`src/rtl/ctrl_pkg.sv`:
```
// ctrl_pkg: shared state encoding, opcode constants and instruction field positions for datapath_ctrl.
package ctrl_pkg;
    typedef enum logic [2:0] {
        S_IDLE, S_DECODE, S_LOAD_A, S_LOAD_B, S_EXEC, S_WB_REG, S_WB_IMM
    } state_t;
    localparam logic [2:0] OPC_MOV = 3'b110;
    localparam logic [2:0] OPC_ALU = 3'b101;
    localparam logic [1:0] MOV_REG = 2'b00;
    localparam logic [1:0] MOV_IMM = 2'b10;
    localparam logic [1:0] ALU_ADD = 2'b00;
    localparam logic [1:0] ALU_CMP = 2'b01;
    localparam logic [1:0] ALU_AND = 2'b10;
    localparam logic [1:0] ALU_MVN = 2'b11;
    localparam int OPC_LSB = 13;
    localparam int OP_LSB  = 11;
    localparam int RN_LSB  = 8;
    localparam int RD_LSB  = 5;
    localparam int SH_LSB  = 3;
    localparam int RM_LSB  = 0;
    function automatic logic [15:0] sext8(input logic [7:0] v);
        return {{8{v[7]}}, v};
    endfunction
endpackage

```
`src/rtl/instr_decoder.sv`:
```
// instr_decoder: splits the latched instruction into register/shift/op fields, immediate and class flags.
module instr_decoder
    import ctrl_pkg::*;
(
    input  logic [15:0] i_instr,
    output logic [2:0]  o_rn,
    output logic [2:0]  o_rd,
    output logic [2:0]  o_rm,
    output logic [1:0]  o_sh,
    output logic [1:0]  o_op,
    output logic [15:0] o_imm,
    output logic        o_mov_imm,
    output logic        o_mov_reg,
    output logic        o_alu,
    output logic        o_cmp,
    output logic        o_mvn,
    output logic        o_legal
);
    logic [2:0] w_opc;
    assign w_opc     = i_instr[OPC_LSB +: 3];
    assign o_op      = i_instr[OP_LSB +: 2];
    assign o_rn      = i_instr[RN_LSB +: 3];
    assign o_rd      = i_instr[RD_LSB +: 3];
    assign o_sh      = i_instr[SH_LSB +: 2];
    assign o_rm      = i_instr[RM_LSB +: 3];
    assign o_imm     = sext8(i_instr[7:0]);
    assign o_mov_imm = w_opc == OPC_MOV && o_op == MOV_IMM;
    assign o_mov_reg = w_opc == OPC_MOV && o_op == MOV_REG;
    assign o_alu     = w_opc == OPC_ALU;
    assign o_cmp     = o_alu && o_op == ALU_CMP;
    assign o_mvn     = o_alu && o_op == ALU_MVN;
    assign o_legal   = o_mov_imm || o_mov_reg || o_alu;
endmodule

```
`src/rtl/datapath_ctrl.sv`:
```
// datapath_ctrl: multicycle FSM sequencing register-file/ALU datapath strobes for one instruction per handshake.
module datapath_ctrl
    import ctrl_pkg::*;
(
    input  logic        clk,
    input  logic        reset,
    input  logic        start,
    input  logic [15:0] instr,
    output logic        ready,
    output logic        done,
    output logic        illegal,
    output logic [15:0] imm_out,
    output logic [2:0]  readnum,
    output logic [2:0]  writenum,
    output logic        write,
    output logic        loada,
    output logic        loadb,
    output logic        loadc,
    output logic        loads,
    output logic        asel,
    output logic        bsel,
    output logic        vsel,
    output logic [1:0]  shift,
    output logic [1:0]  ALUop
);
    state_t      r_state, w_next;
    logic [15:0] r_instr;
    logic [2:0]  w_rn, w_rd, w_rm;
    logic [1:0]  w_sh, w_op;
    logic [15:0] w_imm;
    logic        w_mov_imm, w_mov_reg, w_alu, w_cmp, w_mvn, w_legal;

    instr_decoder u_dec (
        .i_instr   (r_instr),
        .o_rn      (w_rn),
        .o_rd      (w_rd),
        .o_rm      (w_rm),
        .o_sh      (w_sh),
        .o_op      (w_op),
        .o_imm     (w_imm),
        .o_mov_imm (w_mov_imm),
        .o_mov_reg (w_mov_reg),
        .o_alu     (w_alu),
        .o_cmp     (w_cmp),
        .o_mvn     (w_mvn),
        .o_legal   (w_legal)
    );

    always_ff @(posedge clk) begin
        if (reset) begin
            r_state <= S_IDLE;
            r_instr <= '0;
        end else begin
            r_state <= w_next;
            if (r_state == S_IDLE && start) r_instr <= instr;
        end
    end

    always_comb begin
        w_next = S_IDLE;
        case (r_state)
            S_IDLE:   w_next = start ? S_DECODE : S_IDLE;
            S_DECODE: w_next = !w_legal ? S_IDLE : w_mov_imm ? S_WB_IMM :
                               (w_mov_reg || w_mvn) ? S_LOAD_B : S_LOAD_A;
            S_LOAD_A: w_next = S_LOAD_B;
            S_LOAD_B: w_next = S_EXEC;
            S_EXEC:   w_next = w_cmp ? S_IDLE : S_WB_REG;
            default:  w_next = S_IDLE;
        endcase
    end

    // Unary-style Moore decode: each output is a function of the current state and latched fields.
    always_comb begin
        ready    = r_state == S_IDLE;
        done     = r_state == S_WB_REG || r_state == S_WB_IMM || (r_state == S_EXEC && w_cmp);
        illegal  = r_state == S_DECODE && !w_legal;
        readnum  = r_state == S_LOAD_A ? w_rn : r_state == S_LOAD_B ? w_rm : 3'd0;
        writenum = r_state == S_WB_REG ? w_rd : r_state == S_WB_IMM ? w_rn : 3'd0;
        write    = r_state == S_WB_REG || r_state == S_WB_IMM;
        vsel     = r_state == S_WB_IMM;
        loada    = r_state == S_LOAD_A;
        loadb    = r_state == S_LOAD_B;
        shift    = r_state == S_EXEC ? w_sh : 2'b00;
        ALUop    = (r_state == S_EXEC && w_alu) ? w_op : 2'b00;
        asel     = r_state == S_EXEC && (w_mov_reg || w_mvn);
        bsel     = 1'b0;
        loadc    = r_state == S_EXEC && !w_cmp;
        loads    = r_state == S_EXEC && w_cmp;
    end

    assign imm_out = w_imm;
endmodule

```
`config.mk`:
```
export PLATFORM = sky130hd
export DESIGN_NAME = datapath_ctrl
export DESIGN_NICKNAME = d
export VERILOG_FILES = /design/src/rtl/ctrl_pkg.sv /design/src/rtl/instr_decoder.sv /design/src/rtl/datapath_ctrl.sv
export SDC_FILE = /design/constraint.sdc
export NUM_CORES = 1
export LEC_CHECK = 0
export ABC_AREA = 1
export ABC_CLOCK_PERIOD_IN_PS = 2900
export CORE_MARGIN = 10
export CORE_UTILIZATION = 45
export CTS_BUF_LIST = sky130_fd_sc_hd__clkbuf_4
export DETAILED_ROUTE_END_ITERATION = 6
export PLACE_DENSITY_LB_ADDON = 0.12
export SYNTH_ARGS = -nofsm -noshare
export SYNTH_HDL_FRONTEND = slang
export SYNTH_SLANG_ARGS = --single-unit
export TNS_END_PERCENT = 50
```
`constraint.sdc`:
```
create_clock -name clk -period 2.9 [get_ports clk]
set_clock_uncertainty 0.15 [all_clocks]
set_input_delay 0.58 -clock clk [delete_from_list [all_inputs] [get_ports clk]]
set_output_delay 0.58 -clock clk [all_outputs]
set_load 0.02 [all_outputs]
```
==> reports/results.tsv <==
stage	metric	value	unit
cells_and_area	final_layout_size_suffix_gt1_share	22.8	%
grt	grt_pass1_vias	1023	
sta	rsz0062_at_grt	no	
routing	drt-pass1-iter-count	4	
cts	cts-root-buf	clkbuf_4	
sta	max_freq	372	MHz
sta	drv_slew	0	
sta	hold_violations	0	
cts	holdBufCountCts	0	
cts	cts.path.max_buffers	2	
grt	gr-usage-met1	13.7	%
placed_design	io_buffers	54	
die	initial_core_util	48.4	%
sta	setup_viol	0	
die	die_h	72.1	um
cts	numCtsBuffers	3	
grt	met2_usage	19.6	%
power	internal-power	0.000430	W
cells_and_area	fill_cells	243	
placed_design	dp_hpwl	2530	um
grt	antenna_found_initial	0	
placed_design	place.gp.congestion	0.848	
die	dieWidth	72.1	um
cts	cts_sinks	19	
grt	grt_pass1_wl	5140	um
power	comb_power_share	28.9	%
routing	viasPerCell	4.90	
die	rows	18	
power	power.leakage	0.648	nW
sta	min_period_over_period	92.7	%
sta	whs	0.329	ns
sta	period_needed	2.69	ns
cts	ctsHtreeMaxLevel	1	
die	num_io_pins	56	
sta	worst_pin_slew	0.593	ns
critical_path	worstPathCellList	inv_2 -> nor2_1 -> inv_2 -> nor2_2 -> or2_1 -> clkdlybuf4s50_1	
critical_path	path_buf_inv	3	
grt	track_usage	11.9	%
synth	yosysWarnings	0	
synth	synth-seq-cells	19	
die	die_area	0.00519	mm^2
grt	grt_max_degree	32	
cts	clk_latency	0.30	ns
synth	netlist_area	0.00122	mm^2
die	fp.coreArea	0.00252	mm^2
job	max_cap_viol_count	0	
critical_path	cp_slowest_stage_delay	0.60	ns
critical_path	arrival	1.96	ns
routing	vias	1049	
power	power.share.clock	23.6	%
synth	syn_inst	148	
critical_path	cp_slowest_cell	clkdlybuf4s50_1	
synth	synth_cell_types	26	
routing	drt_iter0_drc	58	
routing	drc	0	
cts	cts.clk_slew.worst_paths	0.10	ns
grt	met3_usage	5.71	%
cells_and_area	n_antenna_cell	0	
routing	drtAntennaViolNets	0	
sta	slew_headroom	60.3	%
cells_and_area	nNetsFinal	204	
sta	fin_setup_tns	0	ns
cts	cts_tree	built	
critical_path	startpoint_type	flop	
critical_path	critical_path.max_fanout	6	
min_path	hp-class	reg -> reg	
power	p_sw	0.000192	W
synth	synth_fp_nets	167	
critical_path	cpMostUsedCell	inv_2	
cells_and_area	area_growth	34.6	%
grt	overflow	0	
power	switching_share	30.9	%
grt	grt-busiest-layer	met2	
cts	postCtsSetupBuffers	0	
critical_path	end_kind	output pin	
critical_path	critPathTopFamily	buffers and inverters	
critical_path	worstPathRequired	2.17	ns
synth	ys_seq_area_share	31.2	%
synth	syn_avg_cell_area	8.24	um^2
critical_path	crit_type	reg -> out	
power	seq_power_share	47.5	%
run_status	status	finished, final reports clean	
power	peakVddDrop	270	uV
cts	ctsResizeCount	0	
routing	finalWirelength	3160	um
power	cellPowerDensity	379	mW/mm^2
routing	wire_per_inst	14.8	um
## flip-flops by register name (all words and copies together), names as in the netlist
name and flops:
r_instr 16, r_state 3
## cell usage after synthesis, drive strengths merged
| master | instances | area share, % |
|---|---|---|
| nand2 | 14 | 5.3 |
| inv | 26 | 8.0 |
| o211ai | 1 | 0.62 |
| or2 | 1 | 0.51 |
| o22ai | 6 | 3.1 |
| clkbuf | 2 | 0.62 |
| nand4 | 1 | 0.51 |
| conb | 1 | 0.31 |
| dfxtp | 19 | 31 |
| nor4 | 1 | 0.51 |
| a21oi | 19 | 12 |
| nor3 | 3 | 1.2 |
| nor2 | 11 | 4.2 |
| o21ai | 1 | 0.41 |
| nand3 | 7 | 2.9 |
| o21bai | 15 | 14 |
| buf | 20 | 15 |
## worst min-delay path: cells and delay by family, from the launching register on
kind,cells,cell delay (ns)
AOI/OAI and AO/OA,1,0.05
buffers and inverters,1,0.08
DFF,1,0.32
## power groups by stage
stage / sequential, W / clock [W] / combinational [W]
floorplan: 0.000298 / 0 / 0.000140
global placement: 0.000300 / 0 / 0.000179
detailed placement: 0.000301 / 0 / 0.000182
CTS: 0.000295 / 0.000151 / 0.000183
global route: 0.000299 / 0.000161 / 0.000194
finish: 0.000295 / 0.000147 / 0.000180
## cell families (layout without fill, tap and decap cells)
logic type,after synthesis,in the layout,share of synthesized area [%]
compound gates,42,42,30.1
buf+inv,48,84,23.3
flops,19,19,31.2
other cells,1,1,0.307
simple gates,38,38,15.2
## routing by layer
metal	routed length (um)	part of all wire, %	vias to the layer above
met5	0	0	-
met4	9	0.28	0
met3	340	11	2
met2	1540	49	41
met1	1280	40	469
li1	-	-	537
## cell type report
cell class / instances / area [um^2] / area share [%]
Clock buffer: 4 / 30.0 / 1.83
Inverter: 26 / 97.6 / 5.95
Multi-Input combinational cell: 81 / 556 / 33.8
Sequential cell: 19 / 380 / 23.2
Tap cell: 30 / 37.5 / 2.29
Timing Repair Buffer: 54 / 541 / 32.9
## worst paths after layout
check | endpoint | slack (ns) | from | cells after the start
max | done | 0.21 | r_state[2]$_SDFF_PP0_ | 6
max reg2reg | r_instr[12]$_SDFFE_PP0P_ | 1.28 | r_state[1]$_SDFF_PP0_ | 6
min reg2reg | r_instr[4]$_SDFFE_PP0P_ | 0.33 | r_instr[4]$_SDFFE_PP0P_ | 2
min | r_instr[4]$_SDFFE_PP0P_ | 0.33 | r_instr[4]$_SDFFE_PP0P_ | 2
## cell usage in the layout, fill, tap and decap left out, drive strengths merged
cell and count:
or2 1, o21bai 15, inv 26, nand3 7, nand4 1, nor2 11
a21oi 19, conb 1, clkdlybuf4s50 54, nand2 14, o21ai 1, dfxtp 19
o211ai 1, clkbuf 4, nor4 1, nor3 3, o22ai 6
## metrics by stage
| step | instances | utilization, % | worst slack [ns] | power (W) | cell area [um^2] |
|---|---|---|---|---|---|
| floorplan | 148 | - | 0.962 | 0.000438 | 1220 |
| global placement | 210 | 63.9 | 0.586 | 0.000479 | 1610 |
| detailed placement | 210 | 63.9 | 0.545 | 0.000483 | 1610 |
| CTS | 214 | 65.1 | 0.205 | 0.000629 | 1640 |
| global route | 214 | 65.1 | 0.0779 | 0.000653 | 1640 |
| finish | 214 | 65.1 | 0.212 | 0.000622 | 1640 |
Power figures use the tool's default switching activity.
